## config.mk

```make
export PLATFORM = sky130hd
export DESIGN_NAME = rom_ddram_bridge_flat
export DESIGN_NICKNAME = d
export VERILOG_FILES = /design/src/rtl/rom_ddram_bridge_if.sv /design/src/rtl/rom_ddram_bridge.sv /design/src/flat_wrapper.sv
export SDC_FILE = /design/constraint.sdc
export NUM_CORES = 1
export LEC_CHECK = 0
export CAP_MARGIN = 5
export CELL_PAD_IN_SITES_DETAIL_PLACEMENT = 0
export CELL_PAD_IN_SITES_GLOBAL_PLACEMENT = 1
export CORE_AREA = 5 5 154 156
export CTS_CLUSTER_SIZE = 8
export DETAILED_ROUTE_END_ITERATION = 8
export DIE_AREA = 0 0 159 161
export DONT_BUFFER_PORTS = 1
export GPL_ROUTABILITY_DRIVEN = 0
export PLACE_DENSITY_LB_ADDON = 0.12
export SYNTH_ARGS = -nofsm -noshare
export SYNTH_HDL_FRONTEND = slang
export SYNTH_SLANG_ARGS = --single-unit
```

## constraint.sdc

```tcl
create_clock -name clk_sys -period 10.69 [get_ports clk_sys]
set_input_delay 2.138 -clock clk_sys [delete_from_list [all_inputs] [get_ports clk_sys]]
set_output_delay 2.138 -clock clk_sys [all_outputs]
set_load 0.01 [all_outputs]
```

## src/rtl/rom_ddram_bridge_if.sv

```systemverilog
// ROM toggle req/ack port plus the HPS DDRAM Avalon master signals.
// The bridge takes the slave view; the core/memory environment takes the master view.
interface rom_ddram_bridge_if;
    logic [24:0] wraddr;
    logic [15:0] din;
    logic        we_req;
    logic        we_ack;
    logic [24:0] rdaddr;
    logic [63:0] dout;
    logic        rd_req;
    logic        rd_ack;

    logic        DDRAM_BUSY;
    logic [7:0]  DDRAM_BURSTCNT;
    logic [28:0] DDRAM_ADDR;
    logic [63:0] DDRAM_DOUT;
    logic        DDRAM_DOUT_READY;
    logic        DDRAM_RD;
    logic [63:0] DDRAM_DIN;
    logic [7:0]  DDRAM_BE;
    logic        DDRAM_WE;

    modport slave (
        input  wraddr, din, we_req, rdaddr, rd_req,
        input  DDRAM_BUSY, DDRAM_DOUT, DDRAM_DOUT_READY,
        output we_ack, dout, rd_ack,
        output DDRAM_BURSTCNT, DDRAM_ADDR, DDRAM_RD, DDRAM_DIN, DDRAM_BE, DDRAM_WE
    );

    modport master (
        output wraddr, din, we_req, rdaddr, rd_req,
        output DDRAM_BUSY, DDRAM_DOUT, DDRAM_DOUT_READY,
        input  we_ack, dout, rd_ack,
        input  DDRAM_BURSTCNT, DDRAM_ADDR, DDRAM_RD, DDRAM_DIN, DDRAM_BE, DDRAM_WE
    );
endinterface

```

## src/rtl/rom_ddram_bridge.sv

```systemverilog
// Toggle req/ack ROM responder terminating on the DDRAM Avalon master, with a
// one-entry 64-bit read cache in front of DDRAM read latency.
module rom_ddram_bridge #(
    parameter logic [6:0] BASE = 7'h18
) (
    input logic                clk_sys,
    input logic                reset,
    rom_ddram_bridge_if.slave  bus
);

    typedef enum logic [1:0] {IDLE, WR, RD, RDWAIT} state_t;

    state_t      state;
    logic [21:0] cache_addr;
    logic [63:0] cache_data;
    logic        cache_valid;
    logic        discard;

    logic wr_pend;
    logic rd_pend;
    logic rd_hit;
    logic unused_addr_bits;

    assign wr_pend = bus.we_req != bus.we_ack;
    assign rd_pend = bus.rd_req != bus.rd_ack;
    assign rd_hit  = cache_valid && (cache_addr == bus.rdaddr[24:3]);

    assign bus.DDRAM_BURSTCNT = 8'd1;
    assign unused_addr_bits   = ^{bus.wraddr[0], bus.rdaddr[2:0]};

    always_ff @(posedge clk_sys) begin
        if (reset) begin
            bus.we_ack     <= bus.we_req;
            bus.rd_ack     <= bus.rd_req;
            bus.DDRAM_RD   <= 1'b0;
            bus.DDRAM_WE   <= 1'b0;
            bus.DDRAM_ADDR <= '0;
            bus.DDRAM_DIN  <= '0;
            bus.DDRAM_BE   <= '0;
            bus.dout       <= '0;
            cache_valid    <= 1'b0;
            state          <= IDLE;
            // A read already accepted by DDRAM will still return one beat; swallow it.
            if (state == RDWAIT && !bus.DDRAM_DOUT_READY)
                discard <= 1'b1;
            else if (bus.DDRAM_DOUT_READY)
                discard <= 1'b0;
        end else begin
            if (discard && bus.DDRAM_DOUT_READY)
                discard <= 1'b0;

            case (state)
                IDLE: begin
                    if (wr_pend) begin
                        bus.DDRAM_ADDR <= {BASE, bus.wraddr[24:3]};
                        bus.DDRAM_DIN  <= {4{bus.din}};
                        bus.DDRAM_BE   <= 8'b11 << {bus.wraddr[2:1], 1'b0};
                        bus.DDRAM_WE   <= 1'b1;
                        state          <= WR;
                        if (cache_addr == bus.wraddr[24:3])
                            cache_valid <= 1'b0;
                    end else if (rd_pend) begin
                        if (rd_hit) begin
                            bus.dout   <= cache_data;
                            bus.rd_ack <= bus.rd_req;
                        end else if (!discard) begin
                            bus.DDRAM_ADDR <= {BASE, bus.rdaddr[24:3]};
                            bus.DDRAM_RD   <= 1'b1;
                            state          <= RD;
                        end
                    end
                end

                WR: begin
                    if (!bus.DDRAM_BUSY) begin
                        bus.DDRAM_WE <= 1'b0;
                        bus.we_ack   <= bus.we_req;
                        state        <= IDLE;
                    end
                end

                RD: begin
                    if (!bus.DDRAM_BUSY) begin
                        bus.DDRAM_RD <= 1'b0;
                        state        <= RDWAIT;
                    end
                end

                RDWAIT: begin
                    if (bus.DDRAM_DOUT_READY) begin
                        bus.dout    <= bus.DDRAM_DOUT;
                        cache_data  <= bus.DDRAM_DOUT;
                        cache_addr  <= bus.DDRAM_ADDR[21:0];
                        cache_valid <= 1'b1;
                        bus.rd_ack  <= bus.rd_req;
                        state       <= IDLE;
                    end
                end

                default: state <= IDLE;
            endcase
        end
    end

endmodule

```

## src/flat_wrapper.sv

```systemverilog
// flat-port wrapper written by rule: the top's interface ports become plain ports
module rom_ddram_bridge_flat 
#(
    parameter logic [6:0] BASE = 7'h18
)
  (clk_sys, reset, bus_wraddr, bus_din, bus_we_req, bus_rdaddr, bus_rd_req, bus_DDRAM_BUSY, bus_DDRAM_DOUT, bus_DDRAM_DOUT_READY, bus_we_ack, bus_dout, bus_rd_ack, bus_DDRAM_BURSTCNT, bus_DDRAM_ADDR, bus_DDRAM_RD, bus_DDRAM_DIN, bus_DDRAM_BE, bus_DDRAM_WE);
  rom_ddram_bridge_if bus_i ();
  input logic clk_sys;
  input logic reset;
  input wire logic [$bits(bus_i.wraddr)-1:0] bus_wraddr;
  input wire logic [$bits(bus_i.din)-1:0] bus_din;
  input wire logic [$bits(bus_i.we_req)-1:0] bus_we_req;
  input wire logic [$bits(bus_i.rdaddr)-1:0] bus_rdaddr;
  input wire logic [$bits(bus_i.rd_req)-1:0] bus_rd_req;
  input wire logic [$bits(bus_i.DDRAM_BUSY)-1:0] bus_DDRAM_BUSY;
  input wire logic [$bits(bus_i.DDRAM_DOUT)-1:0] bus_DDRAM_DOUT;
  input wire logic [$bits(bus_i.DDRAM_DOUT_READY)-1:0] bus_DDRAM_DOUT_READY;
  output wire logic [$bits(bus_i.we_ack)-1:0] bus_we_ack;
  output wire logic [$bits(bus_i.dout)-1:0] bus_dout;
  output wire logic [$bits(bus_i.rd_ack)-1:0] bus_rd_ack;
  output wire logic [$bits(bus_i.DDRAM_BURSTCNT)-1:0] bus_DDRAM_BURSTCNT;
  output wire logic [$bits(bus_i.DDRAM_ADDR)-1:0] bus_DDRAM_ADDR;
  output wire logic [$bits(bus_i.DDRAM_RD)-1:0] bus_DDRAM_RD;
  output wire logic [$bits(bus_i.DDRAM_DIN)-1:0] bus_DDRAM_DIN;
  output wire logic [$bits(bus_i.DDRAM_BE)-1:0] bus_DDRAM_BE;
  output wire logic [$bits(bus_i.DDRAM_WE)-1:0] bus_DDRAM_WE;
  assign bus_i.wraddr = bus_wraddr;
  assign bus_i.din = bus_din;
  assign bus_i.we_req = bus_we_req;
  assign bus_i.rdaddr = bus_rdaddr;
  assign bus_i.rd_req = bus_rd_req;
  assign bus_i.DDRAM_BUSY = bus_DDRAM_BUSY;
  assign bus_i.DDRAM_DOUT = bus_DDRAM_DOUT;
  assign bus_i.DDRAM_DOUT_READY = bus_DDRAM_DOUT_READY;
  assign bus_we_ack = bus_i.we_ack;
  assign bus_dout = bus_i.dout;
  assign bus_rd_ack = bus_i.rd_ack;
  assign bus_DDRAM_BURSTCNT = bus_i.DDRAM_BURSTCNT;
  assign bus_DDRAM_ADDR = bus_i.DDRAM_ADDR;
  assign bus_DDRAM_RD = bus_i.DDRAM_RD;
  assign bus_DDRAM_DIN = bus_i.DDRAM_DIN;
  assign bus_DDRAM_BE = bus_i.DDRAM_BE;
  assign bus_DDRAM_WE = bus_i.DDRAM_WE;
  rom_ddram_bridge #(.BASE(BASE)) u_core (.clk_sys(clk_sys), .reset(reset), .bus(bus_i));
endmodule
```

Word level (Yosys, flattened, before mapping):

Cells that the tools add are included.

* $add $sub $neg: 0
* multipliers: 0
* div/mod/pow operators: 0
* magnitude comparators: 0
* eq/ne operators: 28
* shift operators: 1
* muxes and demuxes: 42
* bitwise logic cells: 1
* reductions and logical operators: 23

Operators by type and width (count)
* 64-bit 2-to-1 mux: 4
* 64-bit case mux with 2 select lines: 1
* 29-bit 2-to-1 mux: 4
* 22-bit == test: 2
* 1-bit 2-to-1 mux: 21
* 2-bit inequality test, second input constant: 8
* 2-bit 2-to-1 mux: 7
* 6-bit AND reduction: 2
* 2-bit nonzero test: 6
* 2-bit by 1-bit inequality test with 1-bit output, second input constant: 5
* 5-bit AND reduction: 2
* 3-bit by 2-bit inequality test with 1-bit output, second input constant: 3
* 3-bit inequality test, second input constant: 3
* 1-bit case mux with 2 select lines: 4
* 2-bit case mux with 4 select lines: 1
* 4-bit AND reduction: 2
* 2-bit by 3-bit left shift with 8-bit output, first input constant: 1
* 3-bit by 1-bit inequality test with 1-bit output, second input constant: 2
* 2-bit AND reduction: 3
* 3-bit AND reduction: 2
* 2-bit == test, second input constant: 2
* 1-bit logical AND: 3
* 3-bit nonzero test: 1
* 2-bit by 1-bit == test with 1-bit output, second input constant: 1
* 4 further kinds: 5

* register bits after elaboration: 259
* bits in latches: 0
* bits in writable memories: 0
* bits in read-only memories: 0
* bits of input ports: 136
* output and inout port bits: 177
* word-level logic and storage cells: 108
* memories kept: 0

Longest topological paths before layout:

* word-level depth: 7
* mapped depth: 8

Least setup slack after synthesis:

Ideal clock, no wire load.

* path type: input -> register
* from: input port reset
* to: register u_core.cache_addr[0], enable pin
* data arrival time: 6329 ps
* data required time: 10158 ps
* path slack: 3829 ps
* stages: 4
* cell sequence: clkbuf_1 clkbuf_1 buf_1 nor2_1

* longest elaborated chain between the ends: 2

Ends and longest elaborated chain
* start, declared: RTL line flat_wrapper.sv:9 `input logic reset;`
* 1-bit NOT (no source line)
* 3-bit AND reduction (no source line)
* end signal, assigned: RTL line rom_ddram_bridge.sv:93 `cache_addr <= bus.DDRAM_ADDR[21:0];`
* end, declared: RTL line rom_ddram_bridge.sv:14 `logic [21:0] cache_addr;`

Every way passes these cells.
A chain may end at the register's enable or synchronous reset.

Worst setup path in the final report:

* from: input port bus_DDRAM_DOUT_READY
* to: register u_core.cache_data[44], enable pin

* longest elaborated chain between the ends: 1

Ends and longest elaborated chain
* start, declared: RTL line flat_wrapper.sv:17 `input wire logic [$bits(bus_i.DDRAM_DOUT_READY)-1:0] bus_DDRAM_DOUT_READY;`
* 3-bit AND reduction (no source line)
* end signal, assigned: RTL line rom_ddram_bridge.sv:92 `cache_data <= bus.DDRAM_DOUT;`
* end, declared: RTL line rom_ddram_bridge.sv:15 `logic [63:0] cache_data;`

Every way passes these cells.

==> summary.md <==
| Metric | Value |
|---|---|
| CTS clk-pin slew, worst paths | 0.05 ns |
| Area occupied by multi-input gates | 2902 sq um |
| Nets | 871 |
| Grt met1 use | 21.36% |
| ANT nets after route | 0 |
| Final Instance Area | 9290 sq um |
| Hold WS | 0.4994 ns |
| First-pass GRT wire length | 36090 microns |
| Global routing usage on met3 | 7.910% |
| CTS Sinks | 201 |
| Ant diodes | 0 |
| Vias in the first global route | 5887 |
| Hold-fix buffers, CTS | 0 |
| Max-Slew Margin vs Limit | 24.17% |
| Max_cap viols | 0 |
| Status | completed |
| Least-Margin Pin Slew | 1.135 ns |
| DRT Pass-1 Iters | 4 |
| TNS Setup | 0 ns |
| YS warnings | 0 |
| Post-synth ARST share | 0% |
| Die height | 161 microns |
| Yosys cell types | 36 |
| # rows | 55 |
| Unrepaired setup endpoints after global routing | false |
| Pwr dens | 198.0 nW/um^2 |
| Post-CTS Setup Inserts | 0 |
| Synth Area in Simple Gates | 10.81% |
| Reg area | 4917 sq um |
| Setup violators final | 0 |
| Fmax | 214.2 MHz |
| CP Data Arrival Time | 4.81 ns |
| Final Total Pwr | 0.001839 W |
| Longest Clk Path Bufs | 3 |
| Crit Path Max Fanout | 67 |
| CTS root buffer | clkbuf_16 |
| Vias per cell | 5.633 |
| Post-synth top flop | dfxtp_1 |
| Critical path startpoint category | input port |
| Seq/Total Area, Yosys | 56.25% |
| Largest family of logic cells by synthesized area | compound AO/OA/AOI/OAI gates |
| Cell Area, Placed | 8479 sq um |
| Synth Area in Compound Gates | 16.74% |
| Seq cells post-synth | 201 |
| Largest net degree at the start of global routing | 118 |
| Ports | 313 |
| WL final | 23730 microns |
| Core box area | 22230 sq um |
| Port buffer count | 0 |
| Period utilization | 43.66% |
| Post-DP HPWL | 14670 microns |
| Yosys top cell by area | edfxtp_1 |
| Post-synthesis mux area share | 0% |
| Fraction of layout cells with a size suffix above 1 | 9.429% |
| Slew Limit Fails | 0 |
| Xor-xnor portion of the synthesized cell area | 4.711% |
| Wire per inst | 22.86 microns |
| Kind of critical path | input port to flop |
| Initial antenna violation count | 0 |
| Vias | 5847 |
| Syn-to-layout area delta | 6.330% |
| DR iter-0 viols | 324 |
| Max VDD drop | 0.1380 mV |
| Commonest cells after routing, fill and taps aside | dfxtp_1, edfxtp_1, inv_1 |
| Grt met2 use | 28.34% |
| CTS buffer count | 29 |
| Fraction of the mapped netlist area in adder cells | 0% |
| Most common cell after layout, fill and taps aside | dfxtp_1 |
| Crit path capture type | flop |
| Mean Syn Cell Area | 10.67 sq um |
| Remaining Overflow, GRT | 0 |
| Die ar. | 25600 sq um |
| Endpoints failing hold | 0 |
| DRC | 0 |
| P_leak | 3.190 nW |
| WP data required | 10.84 ns |
| Crit path time final | 4.667 ns |
| Initial Util | 39.31% |
| Hold WC Path Type | flop to flop |
| Mapped Cells | 819 |
| Top post-synthesis cells by area | edfxtp_1, dfxtp_1, a221oi_1 |
| Clock Latency Late Sink | 0.53 ns |
| Synth top area share | 30.59% |
| Post-cts gate resize count | 0 |
| H-tree Lvls | 1 |
| Netlist Area Pre-Place | 8737 sq um |
| Fill count | 2137 |
| Post-synth EDFFs | 89 |
| Clock skew | 0.01771 ns |
| Gr usage total | 17.36% |
| CTS tree | built |
| Die Span X | 159 microns |
| Busiest layer in global routing | met2 |
==> synth_stat cells, types with 2 or more instances <==
cell / number
dfxtp_1: 112
edfxtp_1: 89
buf_4: 66
inv_1: 65
a211oi_1: 64
a221oi_1: 64
and3_1: 64
clkbuf_1: 64
nor2_1: 54
xnor2_1: 45
nand2_1: 41
a21oi_1: 22
o221a_2: 22
nand4_1: 10
nand3_1: 6
buf_1: 3
nand2b_1: 3
nand3b_1: 3
conb_1: 2
nor3_1: 2
o21ai_0: 2
xor2_1: 2
==> state kept, by name (all words and copies together) (netlist names) <==
| name | cells |
|---|---|
| u_core.cache_valid | 1 |
| u_core.bus.DDRAM_DIN | 16 |
| u_core.bus.DDRAM_ADDR | 23 |
| u_core.cache_data | 64 |
| u_core.bus.rd_ack | 1 |
| u_core.bus.DDRAM_RD | 1 |
| u_core.bus.we_ack | 1 |
| u_core.bus.DDRAM_WE | 1 |
| u_core.bus.dout | 64 |
| u_core.bus.DDRAM_BE | 4 |
| u_core.discard | 1 |
| u_core.state | 2 |
| u_core.cache_addr | 22 |
==> where the power goes <==
| part | internal (W) | leakage, nW | total [W] | switching (W) |
|---|---|---|---|---|
| Clock | 0.000499 | 0.387 | 0.000820 | 0.000321 |
| Combinational | 0.0000453 | 1.08 | 0.000123 | 0.0000774 |
| Sequential | 0.000840 | 1.72 | 0.000896 | 0.0000568 |
==> logic make-up (layout without fill, tap and decap cells) <==
logic type	count (synthesis)	in the layout
flops	201	201
buf+inv	199	122
simple gates	189	189
compound gates	181	181
xor+xnor	47	47
other cells	2	13
==> metrics by stage <==
| stage | util [%] | worst slack, ns | instances |
|---|---|---|---|
| final | 41.80 | 6.023 | 1038 |
| after global routing | 41.80 | 5.877 | 1038 |
| after CTS | 41.80 | 6.016 | 1038 |
| after detailed placement | 38.15 | 5.445 | 989 |
| after global placement | 38.15 | 5.452 | 989 |
| after floorplan | - | 3.829 | 830 |
==> layer usage <==
metal	up-vias	routed length, microns	share of wire [%]
met1	2855	9298	39
met5	-	0	0
met3	34	2726	11
met2	232	11280	48
li1	2726	-	-
met4	0	417	1.8
==> worst paths after layout <==
kind,depth (start not counted),end,startpoint,slack [ns]
worst min register to register,2,u_core.bus.dout[53]$_SDFFE_PP0P_,u_core.bus.dout[53]$_SDFFE_PP0P_,0.50
worst max register to register,3,u_core.cache_data[44]$_DFFE_PP_,u_core.state[0]$_SDFFE_PP0P_,7.28
worst min-delay path,2,u_core.bus.dout[53]$_SDFFE_PP0P_,u_core.bus.dout[53]$_SDFFE_PP0P_,0.50
worst max-delay path,3,u_core.cache_data[44]$_DFFE_PP_,bus_DDRAM_DOUT_READY,6.02
==> critical path: stages <==
cell     delay (ns)
nand3_4        0.66
nor2_4         1.19
buf_4          0.72
==> area by class of cell <==
type                            count  share of cell area (%)
Sequential cell                   201                   52.93
Inverter                           65                   2.626
Clock inverter                      2                  0.1886
Timing Repair Buffer                8                  0.6465
Clock buffer                       47                   8.539
Multi-Input combinational cell    430                   31.23
Tap cell                          285                   3.838
Power figures use the tool's default switching activity.
